==> src/rtl/johnson_step_sequencer.sv <==
// Command-driven up/down Johnson-code phase sequencer: accepts "move N steps" commands over
// valid/ready, steps the code with a programmable dwell, and pulses done on completion or abort.
module johnson_step_sequencer #(
  parameter int unsigned WIDTH = 3,
  parameter int unsigned CNT_W = 8,
  parameter int unsigned DWELL = 4
) (
  input  logic             clock,
  input  logic             reset,
  input  logic             cmd_valid,
  output logic             cmd_ready,
  input  logic             cmd_dir,
  input  logic [CNT_W-1:0] cmd_steps,
  input  logic             abort,
  output logic [WIDTH-1:0] out,
  output logic             busy,
  output logic             step_pulse,
  output logic             done,
  output logic             aborted,
  output logic [CNT_W-1:0] steps_left
);

  localparam int unsigned DwW = (DWELL > 1) ? $clog2(DWELL) : 1;
  localparam logic [DwW-1:0] DwellLoad = DwW'(DWELL - 1);

  typedef enum logic [1:0] {StIdle, StRun, StDone} state_e;

  state_e           state_q, state_d;
  logic [WIDTH-1:0] out_q, out_d;
  logic [CNT_W-1:0] steps_q, steps_d;
  logic [DwW-1:0]   dwell_q, dwell_d;
  logic             dir_q, dir_d;
  logic             busy_q, busy_d;
  logic             step_pulse_q, step_pulse_d;
  logic             done_q, done_d;
  logic             aborted_q, aborted_d;

  // A legal Johnson code has at most one boundary between adjacent bits; anything else
  // is recovered to all-zeros on the next step.
  function automatic logic [WIDTH-1:0] next_code(input logic [WIDTH-1:0] cur, input logic up);
    int unsigned flips;
    flips = 0;
    for (int i = 0; i < int'(WIDTH) - 1; i++) begin
      if (cur[i] != cur[i+1]) flips++;
    end
    if (flips > 1) return '0;
    if (up) return {cur[WIDTH-2:0], ~cur[WIDTH-1]};
    return {~cur[0], cur[WIDTH-1:1]};
  endfunction

  always_comb begin
    state_d      = state_q;
    out_d        = out_q;
    steps_d      = steps_q;
    dwell_d      = dwell_q;
    dir_d        = dir_q;
    step_pulse_d = 1'b0;
    done_d       = 1'b0;
    aborted_d    = 1'b0;
    unique case (state_q)
      StIdle: begin
        if (cmd_valid) begin
          dir_d   = cmd_dir;
          steps_d = cmd_steps;
          dwell_d = DwellLoad;
          if (cmd_steps == '0) begin
            state_d = StDone;
            done_d  = 1'b1;
          end else begin
            state_d = StRun;
          end
        end
      end
      StRun: begin
        // Abort wins over a step that happens to be due on the same edge.
        if (abort) begin
          state_d   = StDone;
          done_d    = 1'b1;
          aborted_d = 1'b1;
        end else if (dwell_q == '0) begin
          out_d        = next_code(out_q, dir_q);
          steps_d      = steps_q - CNT_W'(1);
          step_pulse_d = 1'b1;
          dwell_d      = DwellLoad;
          if (steps_q == CNT_W'(1)) begin
            state_d = StDone;
            done_d  = 1'b1;
          end
        end else begin
          dwell_d = dwell_q - DwW'(1);
        end
      end
      StDone: state_d = StIdle;
      default: state_d = StIdle;
    endcase
    busy_d = (state_d != StIdle);
  end

  always_ff @(posedge clock) begin
    if (reset) begin
      state_q      <= StIdle;
      out_q        <= '0;
      steps_q      <= '0;
      dwell_q      <= '0;
      dir_q        <= 1'b0;
      busy_q       <= 1'b0;
      step_pulse_q <= 1'b0;
      done_q       <= 1'b0;
      aborted_q    <= 1'b0;
    end else begin
      state_q      <= state_d;
      out_q        <= out_d;
      steps_q      <= steps_d;
      dwell_q      <= dwell_d;
      dir_q        <= dir_d;
      busy_q       <= busy_d;
      step_pulse_q <= step_pulse_d;
      done_q       <= done_d;
      aborted_q    <= aborted_d;
    end
  end

  assign cmd_ready  = (state_q == StIdle);
  assign out        = out_q;
  assign busy       = busy_q;
  assign step_pulse = step_pulse_q;
  assign done       = done_q;
  assign aborted    = aborted_q;
  assign steps_left = steps_q;

endmodule

==> config.mk <==
export PLATFORM = sky130hd
export DESIGN_NAME = johnson_step_sequencer
export DESIGN_NICKNAME = d
export VERILOG_FILES = /design/src/rtl/johnson_step_sequencer.sv
export SDC_FILE = /design/constraint.sdc
export NUM_CORES = 1
export LEC_CHECK = 0
export CORE_MARGIN = 2
export CORE_UTILIZATION = 51
export DETAILED_ROUTE_END_ITERATION = 10
export GPL_TIMING_DRIVEN = 0
export HOLD_SLACK_MARGIN = 0.03
export PLACE_DENSITY = 0.9
export RECOVER_POWER = 50
export SETUP_SLACK_MARGIN = 0.05
export SLEW_MARGIN = 25
export SYNTH_ARGS = -nofsm -noshare
export SYNTH_HDL_FRONTEND = slang
export SYNTH_SLANG_ARGS = --single-unit
==> constraint.sdc <==
create_clock -name clock -period 3 [get_ports clock]
set_input_delay 0.3 -clock clock [delete_from_list [all_inputs] [get_ports clock]]
set_output_delay 0.3 -clock clock [all_outputs]
set_load 0.05 [all_outputs]
-- Word-level counts from Yosys, hierarchy flattened
Index checks and enable logic that the tools add are counted.
- register bits: 20
- input bits: 13
- add/subtract/negate cells: 3
- $lt $le $gt $ge: 1
- eq/ne operators: 7
- muxes and demuxes: 43
- bitwise logic cells: 4
- reductions and logical operators: 11
- operator list (operator ; count):
    $mux W32 ; 7
    $add A32 B1 Y32 const B ; 1
    $gt A32 B1 Y1 const B ; 1
    $mux W8 ; 3
    $mux W1 ; 17
    $mux W2 ; 8
    $pmux W8 S2 ; 1
    $mux W3 ; 4
    $eq A8 B1 Y1 const B ; 1
    $logic_not A8 Y1 ; 1
    $pmux W2 S2 ; 2
    $sub A8 B1 Y8 const B ; 1
    $ne A2 B2 Y1 const B ; 3
    $reduce_and A3 Y1 ; 2
    $logic_not A2 Y1 ; 2
    $not A1 Y1 ; 4
    $reduce_and A4 Y1 ; 1
    $reduce_bool A2 Y1 ; 2
    $reduce_or A3 Y1 ; 1
    $eq A2 B1 Y1 const B ; 1
    $ne A1 B1 Y1 ; 2
    $pmux W1 S2 ; 1
    $reduce_and A2 Y1 ; 1
    $reduce_or A2 Y1 ; 1
    $sub A2 B1 Y2 const B ; 1

-- Depth between registers and ports, before layout
- depth after elaboration: 21
- depth in mapped cells: 7
- mapped depth without buffers: 6

-- Least setup slack after synthesis
No wires, ideal clock.
- kind: flip-flop to flip-flop
- from: register steps_q[2], in the netlist steps_left[2]
- to: register state_q[0]
- library setup time: 132 ps
- data arrival time: 1545 ps
- data required time: 2868 ps
- setup slack: 1324 ps
- cell stages (with the launch flop): 5
- buffers on the path: 0
- clock period less this slack: 1676 ps
- cells stage by stage: dfxtp_1 or4_4 nor4_1 nand2b_1 a211oi_1
- word-level cells in the longest chain between the ends: 5
- ends and longest elaborated chain (what ; RTL line ; RTL):
    from (decl) ; 30 ; logic [CNT_W-1:0] steps_q, steps_d;
    from (signal assigned) ; 113 ; steps_q <= steps_d;
    $eq A8 B1 Y1 ; 85 ; if (steps_q == CNT_W'(1)) begin
    $mux W2 ; 85 ;
    $mux W2 ; 80 ; end else if (dwell_q == '0) begin
    $mux W2 ; 76 ; if (abort) begin
    $pmux W2 S2 ; 60 ; unique case (state_q)
    to (signal assigned) ; 101 ; state_q <= StIdle;
    to (signal assigned) ; 111 ; state_q <= state_d;
    to (decl) ; 28 ; state_e state_q, state_d;
Every way passes these cells.
A chain may end at the register's enable or synchronous reset.

-- Final worst setup path
- from: register state_q[1]
- to: output cmd_ready
- word-level cells in the longest chain between the ends: 1
- ends and longest elaborated chain (what ; RTL line ; RTL):
    $logic_not A2 Y1 ; 123 ; assign cmd_ready = (state_q == StIdle);
    to (decl) ; 11 ; output logic cmd_ready,
Every way passes these cells.

==> flow_summary_export.csv <==
group,metric,value,unit
worst_setup_path,path_cells,"buf_6 > nor2_1 > clkdlybuf4s50_1",
grt,grt_pass1_wl,4710,µm
clocking,cts_max_path_buffers,2,
yosys,flip_flop_and_latch_count_after_synthesis,20,
yosys,synth_top_cell_area_share,36.6,%
final_layout,area_growth,30.6,%
yosys,synth_fp_nets,153,
worst_hold_path,hold-path-cell-count,2,
placed_design,gp_congestion,0.866,
yosys,post_synth_num_cell_types,36,
run,cap_violations,0,
clocking,cts_max_level,1,
final_layout,final_layout_size_suffix_gt1_share,4.17,%
die,placement_rows,16,
timing,finalSetupViolCount,0,
grt,grt_antenna_before_repair,0,
clocking,number_of_buffers_created_by_cts,3,
drt,totalWireLength,2830,µm
timing,post-route-min-period,2.11,ns
final_layout,final-seq-area,400,µm²
clocking,clkSlewWorstSetupHoldPaths,0.12,ns
clocking,clock_sinks,20,
timing,fin_crit_sh,70.3,%
clocking,insertion_delay,0.30,ns
power_and_ir_drop,ir_drop,0.309,mV
worst_setup_path,critPathRequiredTime,2.70,ns
worst_setup_path,reg2reg_setup_slack,1.24,ns
status,run_status,"complete, no violations",
worst_setup_path,crit_path_start,"state_q[1]",
yosys,netlist_area_pre_place,1090,µm²
yosys,syn_inst,137,
timing,timing_worst_slew_pin_value,0.497,ns
die,die_w,50.3,µm
power_and_ir_drop,powerDensity,494,nW/µm²
placed_design,place_area,1400,µm²
worst_setup_path,path_delay_family,"buffers and inverters",
worst_hold_path,holdCritPathClass,"in -> reg",
clocking,cts_setup_buffers,0,
yosys,synth.yosys.seq_area_share,36.6,%
worst_setup_path,cp.arrival,1.81,ns
placed_design,io_buffer_count,27,
timing,finalMaxSlewViolations,0,
yosys,synth.area.top_cells,"dfxtp_1 37%, a21oi_1 7.3%, o21ai_0 4.6%",
grt,grt_max_degree,12,
yosys,synth_edf_count,0,
worst_setup_path,crit_slowest_cell,"clkdlybuf4s50_1",
worst_setup_path,worst_setup_ep_type,"output port",
worst_setup_path,crit_path_max_incr_delay,0.83,ns
timing,timing.setup.tns,0,ns
final_layout,n_fill_cell,169,
final_layout,design_area,1430,µm²
drt,drt_first_iter_violations,68,
timing,fmax,0.474,GHz
grt,grt.overflow.total,0,
yosys,yosys_warnings,0,
die,die-area,2530,µm²
die,io-pin-count,29,
clocking,tritoncts_clock_tree,"yes",
drt,avgViaCountPerCell,6.06,
yosys,async_flop_share,0,%
worst_setup_path,rr_worst_depth,6,
placed_design,detailed_place_hpwl,2060,µm
grt,globalRouteTotalUtil,23.9,%
drt,post_drt_wl_per_cell,14.5,µm
final_layout,antennaDiodeCount,0,
timing,worst_slew_margin_rel,66.8,%
worst_setup_path,regToRegStartpoint,"state_q[1]",
final_layout,finish.net_count,185,
worst_hold_path,hold_end,"step_pulse",
worst_setup_path,worst-path-buf-inv,2,
timing,finClkSkew,0.00343,ns
yosys,synth_largest_area_cell,"dfxtp_1",
timing,grt_setup_unrepaired,"no",
final_layout,multiInputGateArea,594,µm²
timing,final-hold-violation-count,0,
yosys,postSynthAreaPerCell,7.99,µm²
clocking,holdBufCountCts,0,
timing,whs,0.423,ns
grt,first_global_vias,1045,
power_and_ir_drop,cellLeakagePower,0.550,nW
drt,vias,1181,
drt,drc_errors,0,
clocking,cts_root_buffer,"clkbuf_4",
clocking,ctsResizeCount,0,
yosys,synth-main-ff-cell,"dfxtp_1",
drt,number_of_optimization_iterations_in_the_first_detailed_route_pass,4,
worst_setup_path,crit-reg2reg-capture,"steps_left[4]",
die,vertical_extent_of_the_die,50.3,µm
worst_setup_path,worst_path_max_fanout,10,
die,core_area,2000,µm²
worst_setup_path,worst-setup-path-type,"reg -> out",
worst_setup_path,critPathLaunchType,"flip-flop",
worst_hold_path,min-delay-start,"reset",
die,initial_utilization,54.7,%
drt,drt.antenna.violating_nets,0,
-- how the worst max path moves through the flow --
stage / endpoint / cells past startpoint
6_report: cmd_ready / 3
5_1_grt: cmd_ready / 3
4_1_cts: cmd_ready / 3
3_3_place_gp: out[1] / 5
2_1_floorplan: state_q[0] / 4
3_5_place_dp: out[1] / 5
-- cell families after synthesis --
| kind of cell | after synthesis | share of synthesized area (%) |
|---|---|---|
| AOI/OAI and AO/OA | 48 | 28.8 |
| and+or+nand+nor | 47 | 22.4 |
| DFF | 20 | 36.6 |
| buffers and inverters | 19 | 8.80 |
| adders and majority gates | 3 | 3.43 |
-- layout by cell type (no fill, tap or decap), types with 2 or more instances in the layout --
| cell | instances |
|---|---|
| ha_1 | 3 |
| nand2_1 | 11 |
| buf_6 | 2 |
| o221ai_1 | 2 |
| nand3b_1 | 2 |
| and3_1 | 3 |
| o41ai_1 | 2 |
| nor3_1 | 3 |
| o22ai_1 | 2 |
| clkbuf_4 | 3 |
| o21ai_0 | 10 |
| nand3_1 | 4 |
| a21o_1 | 3 |
| nor4_1 | 5 |
| a21oi_1 | 16 |
| nor2_1 | 11 |
| a211oi_1 | 3 |
| inv_1 | 11 |
| clkbuf_1 | 5 |
| o211ai_1 | 2 |
| clkdlybuf4s50_1 | 26 |
| nand2b_1 | 3 |
| dfxtp_1 | 20 |
-- cell type report --
type	count	share of cell area (%)
repair buffers	27	18.9
flip-flops and latches	20	28.0
well taps	27	2.36
inverters	11	2.89
plain buffers	8	3.76
multi-input cells	98	41.6
clock buffers	4	2.54
-- registers in the layout, summed over array words and instances, names as in the netlist --
name / count
aborted: 1
busy: 1
dir_q: 1
done: 1
dwell_q: 2
out: 3
state_q: 2
step_pulse: 1
steps_left: 8
-- worst register-to-register path, stage by stage (launching register included) --
cell and delay, ns:
dfxtp_1 0.40, nand2b_1 0.12, clkbuf_1 0.31, clkbuf_1 0.41, a21oi_1 0.10, o21ai_0 0.20
a21oi_1 0.10
-- synthesized netlist by cell type (2+ instances only) --
library cell	count
o22ai_1	2
nand2b_1	3
nand3_1	4
buf_6	2
inv_1	11
o221ai_1	2
nor3_1	3
clkbuf_1	4
ha_1	3
a211oi_1	3
nand3b_1	2
o211ai_1	2
nor2_1	11
nor4_1	5
a21oi_1	16
o41ai_1	2
nand2_1	11
o21ai_0	10
dfxtp_1	20
a21o_1	3
and3_1	3
-- routing by layer --
layer,vias up,track usage (%),routed length [µm]
met3,8,4.46,265
met1,532,32.8,1200
met2,70,35.7,1290
met5,-,0,0
li1,571,-,-
met4,0,12.2,75
-- power by group --
part | leakage, nW | internal (mW) | switching, mW
Sequential | 0.164 | 0.286 | 0.0241
Clock | 0.0210 | 0.0740 | 0.0860
Combinational | 0.365 | 0.0912 | 0.145
-- metrics by stage --
| stage | utilization (%) | instances | setup WS [ns] | total power [mW] |
|---|---|---|---|---|
| floorplan | - | 137 | 1.32 | 0.474 |
| global placement | 69.9 | 191 | 1.19 | 0.545 |
| detailed placement | 69.9 | 191 | 1.14 | 0.551 |
| CTS | 71.7 | 195 | 0.892 | 0.711 |
| global route | 71.4 | 195 | 0.820 | 0.740 |
| finish | 71.4 | 195 | 0.891 | 0.707 |
No activity file was read; power rests on OpenSTA's default activity.
